$ cat config.mk
export PLATFORM = sky130hd
export DESIGN_NAME = sgmii_rate_adapter
export DESIGN_NICKNAME = d
export VERILOG_FILES = /design/src/rtl/sgmii_rate_adapter.sv
export SDC_FILE = /design/constraint.sdc
export NUM_CORES = 1
export LEC_CHECK = 0
export ABC_AREA = 1
export ABC_CLOCK_PERIOD_IN_PS = 2210
export BUFFER_PORTS_ARGS = -buffer_cell sky130_fd_sc_hd__buf_2
export CAP_MARGIN = 20
export CORE_MARGIN = 1.5
export CORE_UTILIZATION = 28
export CTS_CLUSTER_SIZE = 8
export DETAILED_ROUTE_END_ITERATION = 10
export PLACE_DENSITY = 0.46
export SYNTH_ARGS = -nofsm -noshare
export SYNTH_HDL_FRONTEND = slang
export SYNTH_SLANG_ARGS = --single-unit
export TNS_END_PERCENT = 100
$ cat constraint.sdc
create_clock -name CLK -period 2.21 [get_ports CLK]
set_input_delay 0.1105 -clock CLK [delete_from_list [all_inputs] [get_ports CLK]]
set_output_delay 0.1105 -clock CLK [all_outputs]
set_load 0.05 [all_outputs]
$ cat src/rtl/sgmii_rate_adapter.sv
// Rate adapter between a byte-per-MAC-strobe GMII and the fixed 125 MHz PCS GMII.
// TX bytes are replicated R times and RX replicas are decimated back to one byte per strobe.
module sgmii_rate_adapter #(
  parameter int REP_100M = 10,
  parameter int REP_10M  = 100,
  parameter int CNT_W    = 7
) (
  input  logic       CLK,
  input  logic       RESET,
  input  logic       SEL_SGMII,
  input  logic [1:0] SGMII_LINK,
  input  logic [7:0] MAC_TXD,
  input  logic       MAC_TX_EN,
  input  logic       MAC_TX_ER,
  output logic       MAC_TX_CE,
  output logic [7:0] MAC_RXD,
  output logic       MAC_RX_DV,
  output logic       MAC_RX_ER,
  output logic       MAC_RX_CE,
  output logic [7:0] PCS_TXD,
  output logic       PCS_TX_EN,
  output logic       PCS_TX_ER,
  input  logic [7:0] PCS_RXD,
  input  logic       PCS_RX_DV,
  input  logic       PCS_RX_ER,
  output logic [1:0] SPEED,
  output logic       SPEED_PEND
);

  localparam logic [1:0] SPD_10M  = 2'b00;
  localparam logic [1:0] SPD_100M = 2'b01;
  localparam logic [1:0] SPD_1G   = 2'b10;

  localparam logic [CNT_W-1:0] MAX_10M  = CNT_W'(REP_10M - 1);
  localparam logic [CNT_W-1:0] MAX_100M = CNT_W'(REP_100M - 1);

  logic [1:0]       req;
  logic [CNT_W-1:0] rep_max;
  logic [CNT_W-1:0] rx_restart;
  logic [CNT_W-1:0] tx_cnt;
  logic [CNT_W-1:0] rx_cnt;
  logic             idle;
  logic             apply;
  logic             pcs_dv_q;
  logic             dv_rise;
  logic             dv_fall;
  logic             rx_sample;
  logic             er_acc;

  // Link code 11 is reserved and treated as gigabit.
  always_comb begin
    req = SPD_1G;
    if (SEL_SGMII && (SGMII_LINK != 2'b11)) begin
      req = SGMII_LINK;
    end
  end

  always_comb begin
    rep_max = '0;
    case (SPEED)
      SPD_10M:  rep_max = MAX_10M;
      SPD_100M: rep_max = MAX_100M;
      default:  rep_max = '0;
    endcase
  end

  assign rx_restart = (rep_max == '0) ? '0 : CNT_W'(1);

  assign idle       = !PCS_TX_EN && !MAC_TX_EN && !PCS_RX_DV && !MAC_RX_DV;
  assign apply      = idle && (req != SPEED);
  assign SPEED_PEND = (req != SPEED);
  assign MAC_TX_CE  = (tx_cnt == '0);

  assign dv_rise   = PCS_RX_DV && !pcs_dv_q;
  assign dv_fall   = !PCS_RX_DV && pcs_dv_q;
  assign rx_sample = (rx_cnt == '0) || dv_rise || dv_fall;

  always_ff @(posedge CLK or posedge RESET) begin
    if (RESET) begin
      SPEED <= SPD_1G;
    end else if (apply) begin
      SPEED <= req;
    end
  end

  always_ff @(posedge CLK or posedge RESET) begin
    if (RESET) begin
      tx_cnt    <= '0;
      PCS_TXD   <= '0;
      PCS_TX_EN <= 1'b0;
      PCS_TX_ER <= 1'b0;
    end else begin
      if (apply || (tx_cnt == rep_max)) begin
        tx_cnt <= '0;
      end else begin
        tx_cnt <= tx_cnt + 1'b1;
      end
      if (MAC_TX_CE) begin
        PCS_TXD   <= MAC_TXD;
        PCS_TX_EN <= MAC_TX_EN;
        PCS_TX_ER <= MAC_TX_ER;
      end
    end
  end

  // DV edges treat the current cycle as window slot 0 so sampling follows the frame.
  always_ff @(posedge CLK or posedge RESET) begin
    if (RESET) begin
      rx_cnt    <= '0;
      pcs_dv_q  <= 1'b0;
      er_acc    <= 1'b0;
      MAC_RXD   <= '0;
      MAC_RX_DV <= 1'b0;
      MAC_RX_ER <= 1'b0;
      MAC_RX_CE <= 1'b0;
    end else begin
      pcs_dv_q  <= PCS_RX_DV;
      MAC_RX_CE <= rx_sample;
      if (apply) begin
        rx_cnt <= '0;
      end else if (dv_rise || dv_fall) begin
        rx_cnt <= rx_restart;
      end else if (rx_cnt == rep_max) begin
        rx_cnt <= '0;
      end else begin
        rx_cnt <= rx_cnt + 1'b1;
      end
      if (rx_sample) begin
        MAC_RXD   <= PCS_RXD;
        MAC_RX_DV <= PCS_RX_DV;
        MAC_RX_ER <= PCS_RX_ER || er_acc;
        er_acc    <= 1'b0;
      end else if (PCS_RX_ER) begin
        er_acc <= 1'b1;
      end
    end
  end

endmodule
Yosys cells after proc, flatten, opt, wreduce, memory -nomap -nowiden. Cells that the tools add are included.

Logic and storage cells: 50. Flip-flop bits (word level): 39.

Add/sub/neg operators: 2. Mux-type cells: 9. Equal/unequal tests: 5. Reduce and logical (&&, ||, !) cells: 22.

Operator list (number): $mux 7 (4); $logic_not 7->1 (3); $add 7x1->7 const B (2); $eq 7x7->1 (2); $pmux 7 s2 (1); $logic_and 1x1->1 (7); $logic_not 1->1 (5); $logic_or 1x1->1 (5); $mux 1 (3); $eq 2x1->1 const B (1); $logic_not 2->1 (1); $mux 2 (1); $ne 2x2->1 (1); $ne 2x2->1 const B (1); $reduce_bool 2->1 (1).

Longest topological paths before layout. Gate-level depths: netlist of the first run.

Depth in word-level cells: 7. Gate-level depth with buffers: 9. Mapped depth without buffers: 9.

Worst setup path after synthesis of the first run. Ideal clock, no wire load.

Path type: register -> register. Start: register SPEED[1]. End: register tx_cnt[2]. Setup time: 0.120 ns. Required time: 2.090 ns. Slack: 0.605 ns. Stages on the path, launching flop included: 8. Data arrival time: 1.485 ns. Cells stage by stage: dfstp_2 > inv_2 > nand4_1 > nand2_1 > nand2_2 > nand2_4 > nand2_2 > nor2_1.

Elaborated cells between the ends (all ways): 8.

RTL lines: from (decl) (line 26) `output logic [1:0] SPEED,`; from (signal assigned) (line 82) `SPEED <= req;`; $ne 2x2->1; via SPEED_PEND (line 27) `output logic SPEED_PEND`; $logic_and 1x1->1 (line 70) `assign apply = idle && (req != SPEED);`; $logic_or 1x1->1 (line 93) `if (apply || (tx_cnt == rep_max)) begin`; $mux 7 (line 93); to (signal assigned) (line 96) `tx_cnt <= tx_cnt + 1'b1;`; to (decl) (line 40) `logic [CNT_W-1:0] tx_cnt;`.

The timed path passes the listed nets, and every way through them passes these cells. A chain may end at the register's enable or synchronous reset.

Final worst setup path of the first run.
Start: register tx_cnt[0]. End: output port MAC_TX_CE.

Word-level cells in the longest chain between the ends: 1.

RTL lines: $logic_not 7->1 (line 72) `assign MAC_TX_CE = (tx_cnt == '0);`; to (decl) (line 15) `output logic MAC_TX_CE,`.

Every way passes these cells.

==> results of run 1 <==
metrics by stage:
step	power [W]	hold slack, ps
floorplan	0.00275	142
global placement	0.00320	272
detailed placement	0.00320	273
CTS	0.00384	1.16
global route	0.00408	6.72
finish	0.00378	8.88
cell type report:
type	instances	area [um2]
clock buffers	6	82.6
clock inverters	2	35.0
fillers	656	4040
inverters	22	82.6
multi-input cells	154	810
flip-flops and latches	39	977
well taps	77	96.3
repair buffers	55	300
power by group through the flow:
stage	clock network (W)	logic [W]	registers, W
final	0.000620	0.00200	0.00116
after global routing	0.000674	0.00221	0.00120
after CTS	0.000644	0.00203	0.00116
after detailed placement	0	0.00203	0.00117
after global placement	0	0.00202	0.00118
after floorplan	0	0.000897	0.00185
placed cells by master, fill, tap and decap left out:
cell type       n
nand2_1        68
buf_2          49
dfrtp_1        38
nor2_1         24
inv_1          21
nand3_1        20
xor2_1          8
ha_1            6
clkbuf_8        6
a21oi_1         4
nand2_2         4
o21ai_0         4
dlygate4sd3_1   4
nand4_1         3
xnor2_1         3
nor2_4          2
nand2_4         2
nor3_2          2
buf_4           2
dfstp_2         1
inv_2           1
nand4_4         1
nor2_2          1
nand3_2         1
or2_2           1
clkinv_2        1
bufinv_16       1
cell families (layout without fill, tap and decap cells):
group | after synthesis | count (layout) | synth area share (%)
and+or+nand+nor | 129 | 129 | 31.6
DFF | 39 | 39 | 51.7
buffers and inverters | 25 | 85 | 5.49
xor gates and xnor gates | 11 | 11 | 5.10
AOI/OAI and AO/OA | 8 | 8 | 2.12
adders and majority gates | 6 | 6 | 3.97
flip-flops by register name, summed over array words and instances (netlist names):
| signal | cells |
|---|---|
| MAC_RX_CE | 1 |
| PCS_TXD | 8 |
| er_acc | 1 |
| rx_cnt | 7 |
| tx_cnt | 7 |
| MAC_RXD | 8 |
| pcs_dv_q | 1 |
| PCS_TX_ER | 1 |
| PCS_TX_EN | 1 |
| MAC_RX_ER | 1 |
| MAC_RX_DV | 1 |
| SPEED | 2 |
critical path: cells and delay by family, from the launching register on:
family	cells	cell delay, ps
DFF	1	410
buffers and inverters	3	700
adders and majority gates	1	140
and+or+nand+nor	1	120
routing by layer:
layer	share of wire, %	up-vias	routed length, um	GRT usage (%)
li1	-	793	-	-
met1	49	680	1980	15.6
met2	44	34	1780	19.8
met3	4.4	6	176	3.21
met4	1.9	0	75	4.47
met5	0	-	0	0
final timing paths:
check | slack [ps] | depth (start not counted) | end | from
worst max-delay path | 440 | 5 | MAC_TX_CE | tx_cnt[0]
worst max register to register | 780 | 6 | MAC_RX_ER | pcs_dv_q
min in group asynchronous | 470 | 4 | MAC_RX_DV | RESET
worst min-delay path | 9 | 3 | MAC_RXD[3] | PCS_RXD[3]
max in group asynchronous | 1350 | 4 | SPEED[1] | RESET
worst min register to register | 480 | 2 | PCS_TXD[2] | PCS_TXD[2]
what timing repair did:
item | in CTS | in global routing
endpoints found under the setup margin | 0 | 0
hold endpoints to repair | 41 | 0
hold buffers | 4 | 0
==> flow_summary.toml, run 1 <==
[status]
run_status = "complete, but fails checks"
violations = "DRC"

[synthesis]
synthesis.area_mm2 = 0.00189
synth_edf_count = 0
syn_avg_cell_area_um2 = 8.67
synth.area.top_cells = "dfrtp_1 (50%), nand2_1 (14%), nand3_1 (5.3%)"
yosysMostFrequentCell = "nand2_1"
synth_flop_cell = "dfrtp_1"
synth_common_cells = "nand2_1 (68), dfrtp_1 (38), nor2_1 (24), inv_1 (21), nand3_1 (20)"
async_flop_share_pct = 100
seq_area_frac_synth_pct = 51.7
synth_cell_types = 23
synth.top_cell.area_share_pct = 50.3
ys_seq_elements = 39
synth_warnings = 0
syn_inst = 218
syn_nets = 249
yosysTopAreaCell = "dfrtp_1"

[clock_network]
cts_resized = 0
postCtsSetupBuffers = 0
clkLatencyLatePin_ps = 290
cts_max_level = 2
cts_tree = "yes"
clockBufferDepth = 2
clock-sinks = 39
clk_pin_slew_ps = 80
numCtsBuffers = 5
cts_root_buffer = "clkbuf_8"

[floorplanning]
placementRows = 29
die_area_mm2 = 0.00725
die_height_um = 85.2
fp.dieW_um = 85.2
start_util_pct = 29.4
core-area_mm2 = 0.00642
io_pins = 50

[power_and_ir_drop]
power_density_mw_per_mm2 = 1590
ir_worst_vdd_uv = 613
clkPwrFrac_pct = 16.4
power.share.switching_pct = 51.0
comb_power_share_pct = 52.9
p_int_w = 0.00185
leakagePower_nw = 1.28
pwr-share-seq_pct = 30.7
power.switching_w = 0.00193

[routing]
firstDrtPassIters = 7
drtIter0Drc = 55
avgRoutedWirePerCell_um = 11.3
ant_nets = 0
vias = 1513
viasPerCell = 4.26
wl_um = 4010
drc = 1

[global_route]
overflow = 0
first_global_vias = 1551
grt_util_all_layers_pct = 12.2
grt_pass1_wl_um = 7040
antenna_found_initial = 0
grt_max_degree = 40

[critical_path]
cpMaxStageDelayCell = "dfrtp_1"
crit_path_max_incr_delay_ps = 410
end_kind = "primary output"
crit_required_ps = 2100
critPathKind = "reg2out"
startpoint_type = "flop"
crit_fanout = 11
cp_data_arrival_time_ps = 1660
cp_cell_sequence = "inv_1 > ha_1 > nand4_1 > inv_1 > buf_2"
crit_top_cell = "inv_1"

[sta]
fin_crit_sh_pct = 80.3
finalSetupViolCount = 0
tns_ps = 0
finalHoldViolCount = 0
worst_pin_slew_ps = 521
slew_viol_final = 0
final.setup_skew_ps = 5.52
slew_headroom_pct = 65.3
setup_ws_ps = 436
grt_setup_unrepaired = "false"
min_period_ps = 1770
timing.fmax_mhz = 564

[min_path]
hold_class = "in2reg"

[placement]
placed_area_mm2 = 0.00223
routabilityCongestion = 0.758
hpwlAfterDp_um = 2830
dp_worst_setup_slack_ps = 725
portBuffers = 49
placed_cells = 343

[layout]
drive_gt1_share_pct = 27.0
final_area_mm2 = 0.00238
area_growth_pct = 26.1
fin_cells = 355
fin_nets = 308
diodes = 0
utilization_pct = 37.1

[job]
maxCapViolCount = 0
Power figures use the tool's default switching activity.
==> run 2, diff against run 1 <==
ABC_CLOCK_PERIOD_IN_PS = 1850   (was 2210)
clock period = 1.85 ns   (was 2.21 ns; I/O delays follow)
==> run 2 against run 1 <==
  * Sequential power is 20% higher
  * Largest power group unchanged
  * Routed wire length is 0.65% higher
  * Via count is 1.3% higher
  * The flow still finishes with violations (DRC)
  * Clock power is 8.9% lower
  * Critical path type unchanged
  * Final area is 4.7% higher
  * Cell count is 4.2% higher
==> flow_summary.toml, run 2 (synthesized netlist as in run 1, its figures left out) <==
[status]
run_status = "complete, but fails checks"
violations = "DRC"

[layout]
nFillCells = 672
fin_nets = 323
area_growth_pct = 32.0
regArea_um2 = 977
layout_commonest_cell = "nand2_1"
diodes = 0
final_cell_mix = "nand2_1 (68), buf_2 (49), dfrtp_1 (38), nor2_1 (24), inv_1 (21)"
multi_input_area_um2 = 810
drive_gt1_share_pct = 25.9
largestRegisters = "MAC_RXD (8), PCS_TXD (8)"
utilization_pct = 38.9

[clock_network]
cts_tree = "yes"
clk_pin_slew_ps = 80
cts_resized = 0
postCtsSetupBuffers = 0
clkLatencyLatePin_ps = 290
clockBufferDepth = 2
cts_max_level = 2
numCtsBuffers = 5
clock-sinks = 39
cts_root_buffer = "clkbuf_8"

[critical_path]
r2r_slack_ps = 480
worst_r2r_startpoint = "rx_cnt[0]"
crit_fanout = 9
reg2reg_to = "MAC_RX_ER"
end_kind = "primary output"
critPathKind = "reg2out"
startpoint_type = "flop"
r2r_cells = 6
cp_data_arrival_time_ps = 1450
crit_required_ps = 1760

[placement]
dp_worst_setup_slack_ps = 459
routabilityCongestion = 0.737
portBuffers = 49
hpwlAfterDp_um = 2810

[job]
maxCapViolCount = 0

[sta]
grt_setup_unrepaired = "false"
slew_viol_final = 0
tns_ps = 0
timing.fmax_mhz = 647
whs_ps = 7.25
finalSetupViolCount = 0
worst_pin_slew_ps = 494
slew_headroom_pct = 67.1
final.setup_skew_ps = 7.33
fin_crit_sh_pct = 83.6
min_period_ps = 1550
setup_ws_ps = 304
finalHoldViolCount = 0

[power_and_ir_drop]
power_density_mw_per_mm2 = 1760
leakagePower_nw = 1.32
power_w = 0.00439
ir_worst_vdd_uv = 907

[floorplanning]
placementRows = 29
die_area_mm2 = 0.00725
die_height_um = 85.2
io_pins = 50
fp.dieW_um = 85.2
start_util_pct = 29.4
core-area_mm2 = 0.00642

[global_route]
grt_util_all_layers_pct = 12.5
overflow = 0
antenna_found_initial = 0
grt_max_degree = 40
first_global_vias = 1536
grt_pass1_wl_um = 7180

[routing]
viasPerCell = 4.14
avgRoutedWirePerCell_um = 10.9
vias = 1533
wl_um = 4040
drc = 1
drtIter0Drc = 57
firstDrtPassIters = 7
ant_nets = 0

[min_path]
worstHoldStart = "MAC_TXD[2]"
whs_path_depth = 3
hold_path_end = "PCS_TXD[2]"
hold_class = "in2reg"
-- run 2: cell count changes in the layout (fill, tap and decap cells not counted) --
| cell | change |
|---|---|
| clkinvlp_4 | +1 |
| clkbuf_1 | +1 |
| buf_4 | +2 |
| dlygate4sd3_1 | +13 |
| clkbuf_8 | -1 |
| bufinv_16 | -1 |
-- run 2: what timing repair did --
item | 4_1_cts | 5_1_grt
hold buffers | 17 | 0
endpoints found under the setup margin | 0 | 0
endpoints found under the hold margin | 54 | 0
-- run 2: critical path, stage by stage, from the launching register on --
cell and delay, ps:
dfstp_2 580, inv_2 90, nand4_1 90, nand2_1 70
nand2_2 80, buf_2 270
-- run 2: area by class of cell --
cell class              instances  share of cell area (%)
repair buffers                 70                    17.8
multi-input cells             154                    32.4
flip-flops and latches         39                    39.1
well taps                      77                    3.86
clock inverters                 2                   0.501
clock buffers                   6                    2.91
inverters                      22                    3.31
-- run 2: how the worst max path moves through the flow --
stage / startpoint / to / cells past startpoint
global placement: rx_cnt[0] / MAC_RX_ER / 6
CTS: SPEED[1] / SPEED_PEND / 5
finish: SPEED[1] / SPEED_PEND / 5
detailed placement: rx_cnt[0] / MAC_RX_ER / 6
floorplan: SPEED[1] / tx_cnt[2] / 7
global route: tx_cnt[0] / MAC_TX_CE / 5
-- run 2: metrics by stage --
stage | std cells | instance area (um2)
floorplan | 218 | 1890
global placement | 345 | 2240
detailed placement | 345 | 2240
CTS | 370 | 2500
global route | 370 | 2500
finish | 370 | 2500
-- run 2: where the power goes --
part	total, W	switching, W	leakage, nW	internal, W
logic	0.00244	0.00179	0.790	0.000644
registers	0.00139	0.000217	0.490	0.00117
clock network	0.000565	0.000301	0.0412	0.000264
total	0.00439	0.00231	1.32	0.00208
-- run 2: per-layer routing --
metal	part of all wire, %	up-vias	global-route usage (%)
met2	44	39	19.1
met4	1.7	0	4.92
met5	0	-	0
li1	-	823	-
met1	49	666	16.9
met3	5.1	5	3.31
==> run 3, diff against run 2 <==
ABC_CLOCK_PERIOD_IN_PS = 1600   (was 1850)
clock period = 1.6 ns   (was 1.85 ns; I/O delays follow)
==> run 3 against run 2 <==
  * The flow still finishes with violations (DRC)
  * Non-clock buffer count up 3
  * Final area is 3.7% higher
  * Power up 24%
  * Critical path type unchanged
  * Largest power group unchanged
==> flow_summary.toml, run 3 (synthesized netlist as in run 1, its figures left out) <==
[status]
run_status = "complete, but fails checks"
violations = "DRC"

[floorplanning]
placementRows = 29
die_height_um = 85.2
start_util_pct = 29.4
core-area_mm2 = 0.00642
die_area_mm2 = 0.00725
io_pins = 50
fp.dieW_um = 85.2

[global_route]
grt_util_all_layers_pct = 12.3
antenna_found_initial = 0
first_global_vias = 1565
grt_pass1_wl_um = 7090
grt_max_degree = 40
overflow = 0

[critical_path]
crit_required_ps = 1520
startpoint_type = "flop"
r2r_cells = 6
crit_fanout = 9
worst_r2r_startpoint = "rx_cnt[0]"
cp_data_arrival_time_ps = 1420
end_kind = "primary output"
reg2reg_to = "MAC_RX_ER"
r2r_slack_ps = 210
critPathKind = "reg2out"

[layout]
largestRegisters = "MAC_RXD (8), PCS_TXD (8)"
drive_gt1_share_pct = 26.4
final_cell_mix = "nand2_1 (68), buf_2 (47), dfrtp_1 (38), nor2_1 (24)"
fin_nets = 326
layout_commonest_cell = "nand2_1"
diodes = 0
utilization_pct = 40.3
area_growth_pct = 36.9

[clock_network]
numCtsBuffers = 5
clk_pin_slew_ps = 70
clkLatencyLatePin_ps = 290
cts_root_buffer = "clkbuf_8"
clock-sinks = 39
cts_max_level = 2
clockBufferDepth = 2
cts_tree = "yes"

[sta]
timing.fmax_mhz = 666
final.setup_skew_ps = 4.56
grt_setup_unrepaired = "false"
finalSetupViolCount = 0
worst_pin_slew_ps = 508
min_period_ps = 1500
finalHoldViolCount = 0
fin_crit_sh_pct = 93.8
slew_headroom_pct = 66.2
slew_viol_final = 0
tns_ps = 0

[routing]
avgRoutedWirePerCell_um = 10.8
drtIter0Drc = 48
ant_nets = 0
drc = 1
viasPerCell = 4.22
wl_um = 4010
firstDrtPassIters = 7
vias = 1574

[min_path]
hold_class = "in2reg"
hold_path_end = "er_acc"
worstHoldStart = "PCS_RX_ER"
whs_path_depth = 3

[placement]
routabilityCongestion = 0.734
hpwlAfterDp_um = 2760
portBuffers = 49

[power_and_ir_drop]
ir_worst_vdd_uv = 918
power_density_mw_per_mm2 = 2110
leakagePower_nw = 1.36

[job]
maxCapViolCount = 0
## run 3: changes by cell type in the layout (fill, tap and decap cells not counted), sizes merged
cell and delta:
clkinv -1, bufinv +2, clkinvlp -1, dlygate4sd3 +3
buf -1, clkbuf +1
## run 3: critical path, cell delays in order, from the launching register on
cell      delay [ps]
dfstp_2          570
inv_2             90
nand4_1           90
nand2_1           90
nand2_4           80
clkbuf_4         220
## run 3: power by group
| group | total [W] | leakage, nW | internal, W | switching (W) |
|---|---|---|---|---|
| clock | 0.000965 | 0.0654 | 0.000623 | 0.000342 |
| combinational | 0.00287 | 0.804 | 0.000787 | 0.00209 |
| sequential | 0.00161 | 0.490 | 0.00136 | 0.000255 |
| total | 0.00545 | 1.36 | 0.00277 | 0.00268 |
## run 3: metrics by stage
stage | hold WS [ps] | area (um2) | worst slack (ps) | power, W | instances
global placement | 237 | 2250 | 180 | 0.00448 | 345
detailed placement | 237 | 2250 | 177 | 0.00446 | 345
global route | 42.5 | 2590 | 3.58 | 0.00588 | 373
floorplan | 111 | 1900 | 74.7 | 0.00381 | 218
finish | 33.3 | 2590 | 99.4 | 0.00545 | 373
CTS | 18.1 | 2580 | 14.9 | 0.00549 | 373
## run 3: timing repair
item	4_1_cts	5_1_grt
gates resized for setup	0	6
buffers inserted	0	0
hold buffers	20	0
endpoints found under the hold margin	57	0
endpoints found under the setup margin	0	2
## run 3: per-layer routing
metal  GRT usage, %  up-vias  routed length [um]
li1               -      829                   -
met2           20.1       37                1820
met5              0        -                   0
met4           4.47        0                  63
met3           3.50        6                 202
met1           15.5      702                1930
## run 3: final cells by class
| class | instances | area (um2) |
|---|---|---|
| fillers | 674 | 3830 |
| flip-flops and latches | 39 | 977 |
| multi-input cells | 154 | 815 |
| repair buffers | 73 | 484 |
| well taps | 77 | 96.3 |
| inverters | 22 | 82.6 |
| clock buffers | 6 | 72.6 |
| clock inverters | 2 | 60.1 |
## run 3: worst max path at each step
stage                     startpoint    endpoint  slack (ps)
final                       SPEED[1]  SPEED_PEND         100
after global routing        SPEED[1]  SPEED_PEND           4
after CTS                  tx_cnt[0]   MAC_TX_CE          10
after detailed placement   rx_cnt[0]   MAC_RX_ER         180
after global placement     rx_cnt[0]   MAC_RX_ER         180
after floorplan             SPEED[1]   tx_cnt[2]          70
